[config.mk]
export PLATFORM = sky130hd
export DESIGN_NAME = iir_feedback_flat
export DESIGN_NICKNAME = d
export VERILOG_FILES = /design/src/rtl/iir_pkg.sv /design/src/rtl/iir_feedback_if.sv /design/src/rtl/multiplier_wrapper.sv /design/src/rtl/iir_feedback.sv /design/src/flat_wrapper.sv
export SDC_FILE = /design/constraint.sdc
export NUM_CORES = 2
export LEC_CHECK = 0
export BUFFER_PORTS_ARGS = -buffer_cell sky130_fd_sc_hd__buf_2
export CAP_MARGIN = 10
export CORE_MARGIN = 4
export CORE_UTILIZATION = 55
export CTS_CLUSTER_SIZE = 25
export DETAILED_ROUTE_END_ITERATION = 7
export PLACE_DENSITY = 0.83
export SLEW_MARGIN = 15
export SYNTH_ARGS = -nofsm -noshare
export SYNTH_HDL_FRONTEND = slang
export SYNTH_SLANG_ARGS = --single-unit
[constraint.sdc]
create_clock -name clk_i -period 11.45 [get_ports clk_i]
set_clock_uncertainty 0.1 [all_clocks]
set_input_delay 1.7175 -clock clk_i [delete_from_list [all_inputs] [get_ports clk_i]]
set_output_delay 1.7175 -clock clk_i [all_outputs]
set_load 0.1 [all_outputs]
[src/rtl/iir_pkg.sv]
// Shared types and arithmetic helpers for the IIR datapath (FIR and feedback stages).
package iir_pkg;

    typedef enum logic [1:0] {
        StIdle,
        StMac,
        StRound,
        StOut
    } state_t;

    // Working width of the round/saturate helper; every accumulator in the datapath fits in it.
    localparam int unsigned RsWidth = 64;

    // Accumulator width with enough headroom that w*2^F minus N products can never wrap.
    function automatic int unsigned acc_width(input int unsigned data_w,
                                              input int unsigned coeff_w,
                                              input int unsigned taps);
        return data_w + coeff_w + $clog2(taps + 1) + 1;
    endfunction

    // Round half up, drop frac_w fraction bits, clamp to a signed data_w range.
    function automatic logic signed [RsWidth-1:0] round_sat(input logic signed [RsWidth-1:0] acc,
                                                            input int unsigned frac_w,
                                                            input int unsigned data_w,
                                                            output logic ovf);
        logic signed [RsWidth-1:0] one;
        logic signed [RsWidth-1:0] half;
        logic signed [RsWidth-1:0] rnd;
        logic signed [RsWidth-1:0] max_v;
        logic signed [RsWidth-1:0] min_v;
        logic signed [RsWidth-1:0] res;
        one   = {{(RsWidth-1){1'b0}}, 1'b1};
        half  = (frac_w == 0) ? '0 : (one <<< (frac_w - 1));
        rnd   = (acc + half) >>> frac_w;
        max_v = (one <<< (data_w - 1)) - one;
        min_v = -(one <<< (data_w - 1));
        ovf   = 1'b0;
        res   = rnd;
        if (rnd > max_v) begin
            res = max_v;
            ovf = 1'b1;
        end else if (rnd < min_v) begin
            res = min_v;
            ovf = 1'b1;
        end
        return res;
    endfunction

endpackage

[src/rtl/iir_feedback_if.sv]
// Sample-in / sample-out handshake bundle of the IIR feedback section.
interface iir_feedback_if #(
    parameter int unsigned OUTPUT_TAPS = 2,
    parameter int unsigned DATA_WIDTH  = 24,
    parameter int unsigned COEFF_WIDTH = 18
);
    logic signed [DATA_WIDTH-1:0]  w_i;
    logic signed [COEFF_WIDTH-1:0] coeff_y_i [0:OUTPUT_TAPS-1];
    logic                          valid_i;
    logic                          ready_and_o;
    logic signed [DATA_WIDTH-1:0]  y_o;
    logic                          valid_o;
    logic                          ready_and_i;
    logic                          overflow_o;

    // The filter block.
    modport slave (
        input  w_i, coeff_y_i, valid_i, ready_and_i,
        output ready_and_o, y_o, valid_o, overflow_o
    );

    // The upstream/downstream environment.
    modport master (
        output w_i, coeff_y_i, valid_i, ready_and_i,
        input  ready_and_o, y_o, valid_o, overflow_o
    );
endinterface

[src/rtl/multiplier_wrapper.sv]
// Signed multiplier with LATENCY register stages; USE_IP moves the first stage onto the
// operands, matching DSP input registers.
module multiplier_wrapper #(
    parameter bit          USE_IP  = 1'b0,
    parameter int unsigned A_WIDTH = 24,
    parameter int unsigned B_WIDTH = 18,
    parameter int unsigned LATENCY = 0
) (
    input  logic                             clk_i,
    input  logic                             rst_i,
    input  logic signed [A_WIDTH-1:0]        a_i,
    input  logic signed [B_WIDTH-1:0]        b_i,
    output logic signed [A_WIDTH+B_WIDTH-1:0] p_o
);
    localparam int unsigned PWidth    = A_WIDTH + B_WIDTH;
    localparam bit          InReg     = USE_IP && (LATENCY > 0);
    localparam int unsigned OutStages = InReg ? LATENCY - 1 : LATENCY;

    logic signed [A_WIDTH-1:0] a_m;
    logic signed [B_WIDTH-1:0] b_m;
    logic signed [PWidth-1:0]  prod;

    // Without any register stage the clock and reset are not needed.
    logic unused_clk_rst;
    assign unused_clk_rst = clk_i ^ rst_i;

    if (InReg) begin : g_in_reg
        logic signed [A_WIDTH-1:0] a_q;
        logic signed [B_WIDTH-1:0] b_q;
        // Operand registers.
        always_ff @(posedge clk_i or posedge rst_i) begin
            if (rst_i) begin
                a_q <= '0;
                b_q <= '0;
            end else begin
                a_q <= a_i;
                b_q <= b_i;
            end
        end
        assign a_m = a_q;
        assign b_m = b_q;
    end else begin : g_in_comb
        assign a_m = a_i;
        assign b_m = b_i;
    end

    assign prod = PWidth'(a_m) * PWidth'(b_m);

    if (OutStages == 0) begin : g_out_comb
        assign p_o = prod;
    end else begin : g_out_reg
        logic signed [PWidth-1:0] pipe_q [OutStages];
        // Product pipeline.
        always_ff @(posedge clk_i or posedge rst_i) begin
            if (rst_i) begin
                for (int i = 0; i < int'(OutStages); i++) pipe_q[i] <= '0;
            end else begin
                pipe_q[0] <= prod;
                for (int i = 1; i < int'(OutStages); i++) pipe_q[i] <= pipe_q[i-1];
            end
        end
        assign p_o = pipe_q[OutStages-1];
    end
endmodule

[src/rtl/iir_feedback.sv]
// Recursive IIR section: y[n] = w[n] - sum a_k*y[n-k], one shared multiplier, rounded and
// saturated, with valid/ready handshakes on both sides.
module iir_feedback
    import iir_pkg::*;
#(
    parameter int unsigned OUTPUT_TAPS      = 2,
    parameter int unsigned DATA_WIDTH       = 24,
    parameter int unsigned COEFF_WIDTH      = 18,
    parameter int unsigned COEFF_FRAC_WIDTH = 15,
    parameter int unsigned MULT_LATENCY     = 0
) (
    input logic           clk_i,
    input logic           rst_i,
    iir_feedback_if.slave bus_io
);
    localparam int unsigned AccWidth  = acc_width(DATA_WIDTH, COEFF_WIDTH, OUTPUT_TAPS);
    localparam int unsigned ProdWidth = DATA_WIDTH + COEFF_WIDTH;
    localparam int unsigned MacCycles = OUTPUT_TAPS + MULT_LATENCY;
    localparam int unsigned CntWidth  = $clog2(MacCycles + 1);

    state_t                        state_q, state_d;
    logic [CntWidth-1:0]           cnt_q, cnt_d;
    logic signed [AccWidth-1:0]    acc_q, acc_d;
    logic signed [COEFF_WIDTH-1:0] coeff_q [OUTPUT_TAPS];
    logic signed [COEFF_WIDTH-1:0] coeff_d [OUTPUT_TAPS];
    logic signed [DATA_WIDTH-1:0]  hist_q [OUTPUT_TAPS];
    logic signed [DATA_WIDTH-1:0]  hist_d [OUTPUT_TAPS];
    logic signed [DATA_WIDTH-1:0]  y_q, y_d;
    logic                          valid_q, valid_d;
    logic                          ovf_q, ovf_d;
    logic                          ready_q, ready_d;

    logic signed [DATA_WIDTH-1:0]  mul_a;
    logic signed [COEFF_WIDTH-1:0] mul_b;
    logic signed [ProdWidth-1:0]   mul_p;
    logic signed [RsWidth-1:0]     rs_full;
    logic                          rs_ovf;

    // The result is already clamped to DATA_WIDTH, so its upper bits carry only sign.
    logic unused_rs_hi;
    assign unused_rs_hi = ^rs_full[RsWidth-1:DATA_WIDTH];

    // Select tap k = cnt+1; counts past the last tap (multiplier drain) feed zeros.
    always_comb begin
        mul_a = '0;
        mul_b = '0;
        for (int k = 0; k < int'(OUTPUT_TAPS); k++) begin
            if (cnt_q == CntWidth'(k)) begin
                mul_a = hist_q[k];
                mul_b = coeff_q[k];
            end
        end
    end

    multiplier_wrapper #(
        .USE_IP  (1'b0),
        .A_WIDTH (DATA_WIDTH),
        .B_WIDTH (COEFF_WIDTH),
        .LATENCY (MULT_LATENCY)
    ) u_mult (
        .clk_i (clk_i),
        .rst_i (rst_i),
        .a_i   (mul_a),
        .b_i   (mul_b),
        .p_o   (mul_p)
    );

    // Next-state, datapath and handshake logic.
    always_comb begin
        state_d = state_q;
        cnt_d   = cnt_q;
        acc_d   = acc_q;
        coeff_d = coeff_q;
        hist_d  = hist_q;
        y_d     = y_q;
        valid_d = valid_q;
        ovf_d   = 1'b0;
        rs_full = round_sat(RsWidth'(acc_q), COEFF_FRAC_WIDTH, DATA_WIDTH, rs_ovf);

        case (state_q)
            StIdle: begin
                if (bus_io.valid_i && ready_q) begin
                    acc_d   = AccWidth'(bus_io.w_i) <<< COEFF_FRAC_WIDTH;
                    coeff_d = bus_io.coeff_y_i;
                    cnt_d   = '0;
                    state_d = StMac;
                end
            end
            StMac: begin
                // Products appear MULT_LATENCY cycles after their operands were selected.
                if (int'(cnt_q) >= int'(MULT_LATENCY)) begin
                    acc_d = acc_q - AccWidth'(mul_p);
                end
                if (int'(cnt_q) == int'(MacCycles) - 1) begin
                    state_d = StRound;
                end else begin
                    cnt_d = cnt_q + 1'b1;
                end
            end
            StRound: begin
                y_d       = rs_full[DATA_WIDTH-1:0];
                hist_d[0] = rs_full[DATA_WIDTH-1:0];
                for (int k = 1; k < int'(OUTPUT_TAPS); k++) hist_d[k] = hist_q[k-1];
                valid_d   = 1'b1;
                ovf_d     = rs_ovf;
                state_d   = StOut;
            end
            StOut: begin
                if (valid_q && bus_io.ready_and_i) begin
                    valid_d = 1'b0;
                    state_d = StIdle;
                end
            end
            default: state_d = StIdle;
        endcase

        ready_d = (state_d == StIdle);
    end

    // State and datapath registers; reset drops any in-flight sample and clears history.
    always_ff @(posedge clk_i or posedge rst_i) begin
        if (rst_i) begin
            state_q <= StIdle;
            cnt_q   <= '0;
            acc_q   <= '0;
            for (int k = 0; k < int'(OUTPUT_TAPS); k++) begin
                coeff_q[k] <= '0;
                hist_q[k]  <= '0;
            end
            y_q     <= '0;
            valid_q <= 1'b0;
            ovf_q   <= 1'b0;
            ready_q <= 1'b0;
        end else begin
            state_q <= state_d;
            cnt_q   <= cnt_d;
            acc_q   <= acc_d;
            coeff_q <= coeff_d;
            hist_q  <= hist_d;
            y_q     <= y_d;
            valid_q <= valid_d;
            ovf_q   <= ovf_d;
            ready_q <= ready_d;
        end
    end

    assign bus_io.ready_and_o = ready_q;
    assign bus_io.y_o         = y_q;
    assign bus_io.valid_o     = valid_q;
    assign bus_io.overflow_o  = ovf_q;
endmodule

[src/flat_wrapper.sv]
// flat-port wrapper written by rule: the top's interface ports become plain ports
module iir_feedback_flat import iir_pkg::*;
#(
    parameter int unsigned OUTPUT_TAPS      = 2,
    parameter int unsigned DATA_WIDTH       = 24,
    parameter int unsigned COEFF_WIDTH      = 18,
    parameter int unsigned COEFF_FRAC_WIDTH = 15,
    parameter int unsigned MULT_LATENCY     = 0
)
  (clk_i, rst_i, bus_io_w_i, bus_io_coeff_y_i, bus_io_valid_i, bus_io_ready_and_i, bus_io_ready_and_o, bus_io_y_o, bus_io_valid_o, bus_io_overflow_o);
  iir_feedback_if #(.OUTPUT_TAPS(OUTPUT_TAPS), .DATA_WIDTH(DATA_WIDTH), .COEFF_WIDTH(COEFF_WIDTH)) bus_io_i ();
  input logic clk_i;
  input logic rst_i;
  input wire logic [$bits(bus_io_i.w_i)-1:0] bus_io_w_i;
  input wire logic [$bits(bus_io_i.coeff_y_i)-1:0] bus_io_coeff_y_i;
  input wire logic [$bits(bus_io_i.valid_i)-1:0] bus_io_valid_i;
  input wire logic [$bits(bus_io_i.ready_and_i)-1:0] bus_io_ready_and_i;
  output wire logic [$bits(bus_io_i.ready_and_o)-1:0] bus_io_ready_and_o;
  output wire logic [$bits(bus_io_i.y_o)-1:0] bus_io_y_o;
  output wire logic [$bits(bus_io_i.valid_o)-1:0] bus_io_valid_o;
  output wire logic [$bits(bus_io_i.overflow_o)-1:0] bus_io_overflow_o;
  assign bus_io_i.w_i = bus_io_w_i;
  assign bus_io_i.coeff_y_i = {>>{bus_io_coeff_y_i}};
  assign bus_io_i.valid_i = bus_io_valid_i;
  assign bus_io_i.ready_and_i = bus_io_ready_and_i;
  assign bus_io_ready_and_o = bus_io_i.ready_and_o;
  assign bus_io_y_o = bus_io_i.y_o;
  assign bus_io_valid_o = bus_io_i.valid_o;
  assign bus_io_overflow_o = bus_io_i.overflow_o;
  iir_feedback #(.OUTPUT_TAPS(OUTPUT_TAPS), .DATA_WIDTH(DATA_WIDTH), .COEFF_WIDTH(COEFF_WIDTH), .COEFF_FRAC_WIDTH(COEFF_FRAC_WIDTH), .MULT_LATENCY(MULT_LATENCY)) u_core (.clk_i(clk_i), .rst_i(rst_i), .bus_io(bus_io_i));
endmodule
# Word-level counts from Yosys, hierarchy flattened
# Cells that the tools add are included.
# totals
reg_bits	136
in_bits	64
wordCells	55
# op_classes
addsub	3
n_mul	1
magnitude_cmp	2
eq_ne	8
mux	20
n_reduce_logical	11
# op_table
cell	n
24-bit two-way mux	4
45-bit case mux with 2 select lines	1
45-bit by 16-bit adder with 46-bit output, second input constant	1
45-bit two-way mux	1
45-bit by 42-bit subtractor with 45-bit output	1
24-bit by 18-bit multiplier with 42-bit output	1
18-bit two-way mux	2
31-bit by 24-bit > comparator with 1-bit output, second input constant	1
31-bit by 24-bit < comparator with 1-bit output, second input constant	1
2-bit two-way mux	5
2-bit case mux with 4 select lines	1
2-bit equality test, second input constant	3
2-bit zero test	3
2-bit AND reduction	3
2-bit by 1-bit equality test with 1-bit output, second input constant	2
1-bit two-way mux	4
2-bit by 1-bit inequality test with 1-bit output, second input constant	2
2-bit case mux with 2 select lines	1
2-bit nonzero test	2
3-bit AND reduction	1
2-bit by 1-bit adder with 2-bit output, second input constant	1
1-bit logical AND	2
2-bit inequality test, second input constant	1
1-bit case mux with 2 select lines	1

# Logic depth before layout (Yosys ltp)
# logic_depth
depth_word	6
depth_mapped	32

# Hierarchy
# Synthesis repeated with hierarchy kept, for this count alone.
# hier_totals
hier_cells	2823
hier_area_um2	24616.1
# modules_own_cells
module	n_inst	cells_per_inst	area_each_um2	seq_area_each_um2
multiplier_wrapper	1	1760	15481.1	0.0
iir_feedback	1	1063	9135.0	3403.3

# Worst setup path after synthesis
# No wires, ideal clock.
# synth_timing
path_kind	register -> register
start	register u_core.cnt_q[0]
end	register u_core.acc_q[38]
setup_time_ps	137
arrival_time_ps	7829
required_time_ps	11213
setup_slack_ps	3384
stages_incl_launch_ff	30
period_less_slack_ps	8066
cell_sequence	dfrtp_1 > inv_1 > ha_1 > clkbuf_1 > clkbuf_1 > buf_1 > nand2_1 > o21ai_1 > nand2_1 > fa_1 > fa_1 > inv_1 > fa_1 > inv_1 > fa_1 > fa_1 > fa_1 > inv_1 > fa_1 > inv_1 > ha_1 > buf_2 > nand4_1 > nor3_1 > or4b_1 > a31oi_1 > o21ai_1 > a211oi_2 > mux2i_1 > o311ai_1
# synth_between
elab_chain_cells	6
elab_cells_between_ends	9
cone_classes	add/sub: 1; mul: 1; eq/ne: 1; mux: 5; reduce/logical: 1
# synth_rtl
item	line	rtl
from (decl)	iir_feedback.sv:22	logic [CntWidth-1:0] cnt_q, cnt_d;
from (signal assigned)	iir_feedback.sv:136	cnt_q <= cnt_d;
2-bit zero test	iir_feedback.sv:48	if (cnt_q == CntWidth'(k)) begin
24-bit two-way mux or 18-bit two-way mux (tied branches) (2 in a row)	iir_feedback.sv:48	
24-bit by 18-bit multiplier with 42-bit output (*)	multiplier_wrapper.sv:47	assign prod = PWidth'(a_m) * PWidth'(b_m);
45-bit by 42-bit subtractor with 45-bit output (*)	iir_feedback.sv:92	acc_d = acc_q - AccWidth'(mul_p);
45-bit case mux with 2 select lines (*)	iir_feedback.sv:80	case (state_q)
to (signal assigned)	iir_feedback.sv:125	acc_q <= '0;
to (signal assigned)	iir_feedback.sv:137	acc_q <= acc_d;
to (decl)	iir_feedback.sv:23	logic signed [AccWidth-1:0] acc_q, acc_d;
# Mark *: on every way between the ends. The rest lies on a longest branch, timed or not.
# A chain may end at the register's enable or synchronous reset.

# Final worst setup path
# layout_timing
start	register u_core.cnt_q[1]
end	register u_core.acc_q[36]
# The elaborated chain is that of the path after synthesis.

==> impl_metrics.csv <==
group,metric,value,unit
worst_setup_path,reg2reg_to,"u_core.acc_q[36]",
yosys,synth-edff-count,0,
worst_setup_path,crit_type,"flip-flop to flip-flop",
worst_setup_path,path_max_fanout,67,
global_route,grtUsageMet3,0.102,
min_path,hp-class,"flip-flop to flip-flop",
yosys,synth_warnings,0,
worst_setup_path,required,11.69,ns
timing,rsz0062_at_grt,"false",
floorplan,die_width,217,µm
yosys,synth_seq_area_share,0.141,
worst_setup_path,cp_common_cell,"fa_1",
layout,final_common_cell,"inv_1",
route,routed_via_density,5.81,
worst_setup_path,r2r_setup_slack,1.69,ns
timing,fin_crit_sh,0.853,
min_path,worstHoldPathCells,2,
route,ant_nets,0,
worst_setup_path,worstReg2RegStart,"u_core.cnt_q[1]",
route,first_pass_iters,8,
layout,drive_above_1_share,0.0716,
yosys,syn_area_per_cell,8.65,µm²
route,drc,0,
route,first_iter_violations,2066,
timing,hold_violations,0,
clock_tree,cts.clk_slew.worst_paths,0.06,ns
yosys,synth_fp_nets,3446,
global_route,gr-usage-met2,0.478,
clock_tree,cts_inserted_buffers,17,
yosys,yosysUniqueCellTypes,75,
clock_tree,root_buffer,"clkbuf_16",
run,drv_cap,0,
worst_setup_path,critPathLaunch,"u_core.cnt_q[1]",
global_route,first_global_vias,21000,
worst_setup_path,cp_top_family,"adder cells",
worst_setup_path,critical-path-max-stage-delay,0.71,ns
timing,maxSlewViolCount,0,
placement,dpl.hpwl,57900,µm
clock_tree,cts_resized,0,
worst_setup_path,slowest_stage,"a2111oi_2",
global_route,grt_max_degree,72,
worst_setup_path,cp-start-kind,"flip-flop",
global_route,grtUsageMet1,0.444,
floorplan,io_pins,91,
floorplan,start_util,0.558,
worst_setup_path,cp.arrival,10.00,ns
global_route,track_usage,0.320,
global_route,grt_pass1_wl,117000,µm
floorplan,die_area,47200,µm²
min_path,min_to,"u_core.hist_q[8]",
yosys,ys_seq_elements,136,
worst_setup_path,path_buf_inv,6,
layout,final_cell_mix,"inv_1, nand2_1, fa_1, nor2_1, dfrtp_1",
global_route,busiest_layer,"met2",
yosys,synth_area,24100,µm²
clock_tree,ctsHoldBuffers,0,
clock_tree,clk_latency,0.44,ns
timing,worst_slew_pin_slew,1.34,ns
timing,fmax,0.102,GHz
floorplan,die-height,217,µm
timing,min_period,9.76,ns
clock_tree,htree_levels,4,
clock_tree,cts_sinks,136,
timing,slew_headroom,0.100,
placement,gp_congestion,1.02,
route,wire_per_inst,21.4,µm
layout,final_nets,3441,
min_path,min_from,"u_core.hist_q[8]",
floorplan,core,43200,µm²
clock_tree,cts_buffer_depth,2,
timing,finalSetupViolations,0,
clock_tree,cts_tree,"yes",
worst_setup_path,ff2ff_path_depth,25,
timing,setup_tns,0,ns
yosys,async_flop_share,1.00,
yosys,syn_inst,2786,
global_route,antenna_found_initial,1,
route,routed_wl,72400,µm
route,vias,19600,
floorplan,rows,76,
yosys,synth_ff_type,"dfrtp_1",
layout,area_growth_syn_to_layout,5.83,%
clock_tree,post_cts_buffers,0,
layout,fillers,3656,
worst_setup_path,crit_path_end_kind,"flip-flop",
placement,io_buffers,90,
global_route,gr-total-overflow,0,
status,status,"complete, no violations",
==> worst max path at each step <==
stage          slack (ns)  cells after the start                to
6_report             1.69                     25  u_core.acc_q[36]
5_1_grt              1.31                     25  u_core.acc_q[38]
4_1_cts              1.90                     25  u_core.acc_q[36]
3_5_place_dp         1.95                     25  u_core.acc_q[36]
3_3_place_gp         2.03                     25  u_core.acc_q[36]
2_1_floorplan        3.38                     29  u_core.acc_q[38]
==> layout make-up <==
type,instances,area [µm²],area share
inverter,539,2030,0.0795
multi-input combinational,1965,18100,0.708
clock buffer,18,429,0.0168
timing repair buffer,122,691,0.0271
tap,585,732,0.0287
sequential,136,3400,0.133
clock inverter,14,151,0.00593
antenna,1,2.50,0.0000981
==> Yosys cell counts (all sizes together) (4+ instances only) <==
master / instances / area share
nand3: 23 / 0.0048
o211ai: 8 / 0.0025
clkbuf: 101 / 0.016
o221ai: 6 / 0.0022
o21bai: 10 / 0.0031
a21oi: 67 / 0.014
nor2: 287 / 0.045
nor4: 4 / 0.0013
o22a: 11 / 0.0040
inv: 538 / 0.084
a21boi: 4 / 0.0012
a211o: 4 / 0.0015
and3: 10 / 0.0026
nand4: 16 / 0.0054
nor3: 25 / 0.0056
nand2: 527 / 0.082
a31oi: 8 / 0.0021
buf: 45 / 0.012
o22ai: 16 / 0.0042
a22oi: 15 / 0.0047
a21o: 23 / 0.0072
xnor2: 58 / 0.021
nand2b: 10 / 0.0026
xor2: 11 / 0.0040
o21ai: 82 / 0.017
fa: 476 / 0.40
a22o: 13 / 0.0047
a221oi: 6 / 0.0022
or2: 5 / 0.0013
or3: 8 / 0.0021
mux2i: 10 / 0.0042
ha: 120 / 0.062
dfrtp: 136 / 0.14
a211oi: 21 / 0.0090
and2: 5 / 0.0013
o21a: 30 / 0.0093
and4: 6 / 0.0023
o31ai: 5 / 0.0016
==> through the flow <==
stage	instances	hold slack (ns)	utilization	setup WS [ns]	cell area, µm²
after CTS	3379	0.378	0.591	1.90	25500
after global placement	3347	0.358	0.577	2.03	24900
final	3380	0.380	0.591	1.69	25500
after floorplan	2786	0.346	-	3.38	24100
after detailed placement	3347	0.363	0.577	1.95	24900
after global routing	3379	0.403	0.591	1.31	25500
==> layer usage <==
metal,share of wire,up-vias,wire [µm]
met5,0,-,0
met4,0.045,0,3230
met3,0.13,219,9130
met2,0.44,1141,31700
met1,0.39,9769,28400
li1,-,8512,-
==> state kept, by name (all words and copies together), names as in the netlist <==
register                   cells
u_core.bus_io.valid_o          1
u_core.cnt_q                   2
u_core.hist_q                 48
u_core.bus_io.overflow_o       1
u_core.state_q                 2
u_core.acc_q                  45
u_core.bus_io.ready_and_o      1
u_core.coeff_q                36
==> tightest hold or removal path, delay by kind of cell, from the launching register on <==
kind | cells | cell delay (ns)
flip-flops | 1 | 0.35
AND/OR/NAND/NOR | 2 | 0.10
==> kinds of logic after synthesis <==
kind of cell             count (synthesis)  synth area share
adder cells (fa/ha/maj)                596             0.458
AND/OR/NAND/NOR                        935             0.159
AO/OA/AOI/OAI                          353             0.100
flip-flops                             136             0.141
XOR/XNOR                                69            0.0251
multiplexers                            12           0.00509
buffers and inverters                  685             0.112
Power is left out: the tool's default activity adds up to more than one toggle a clock period on the data nets, which glitch-free logic cannot reach.
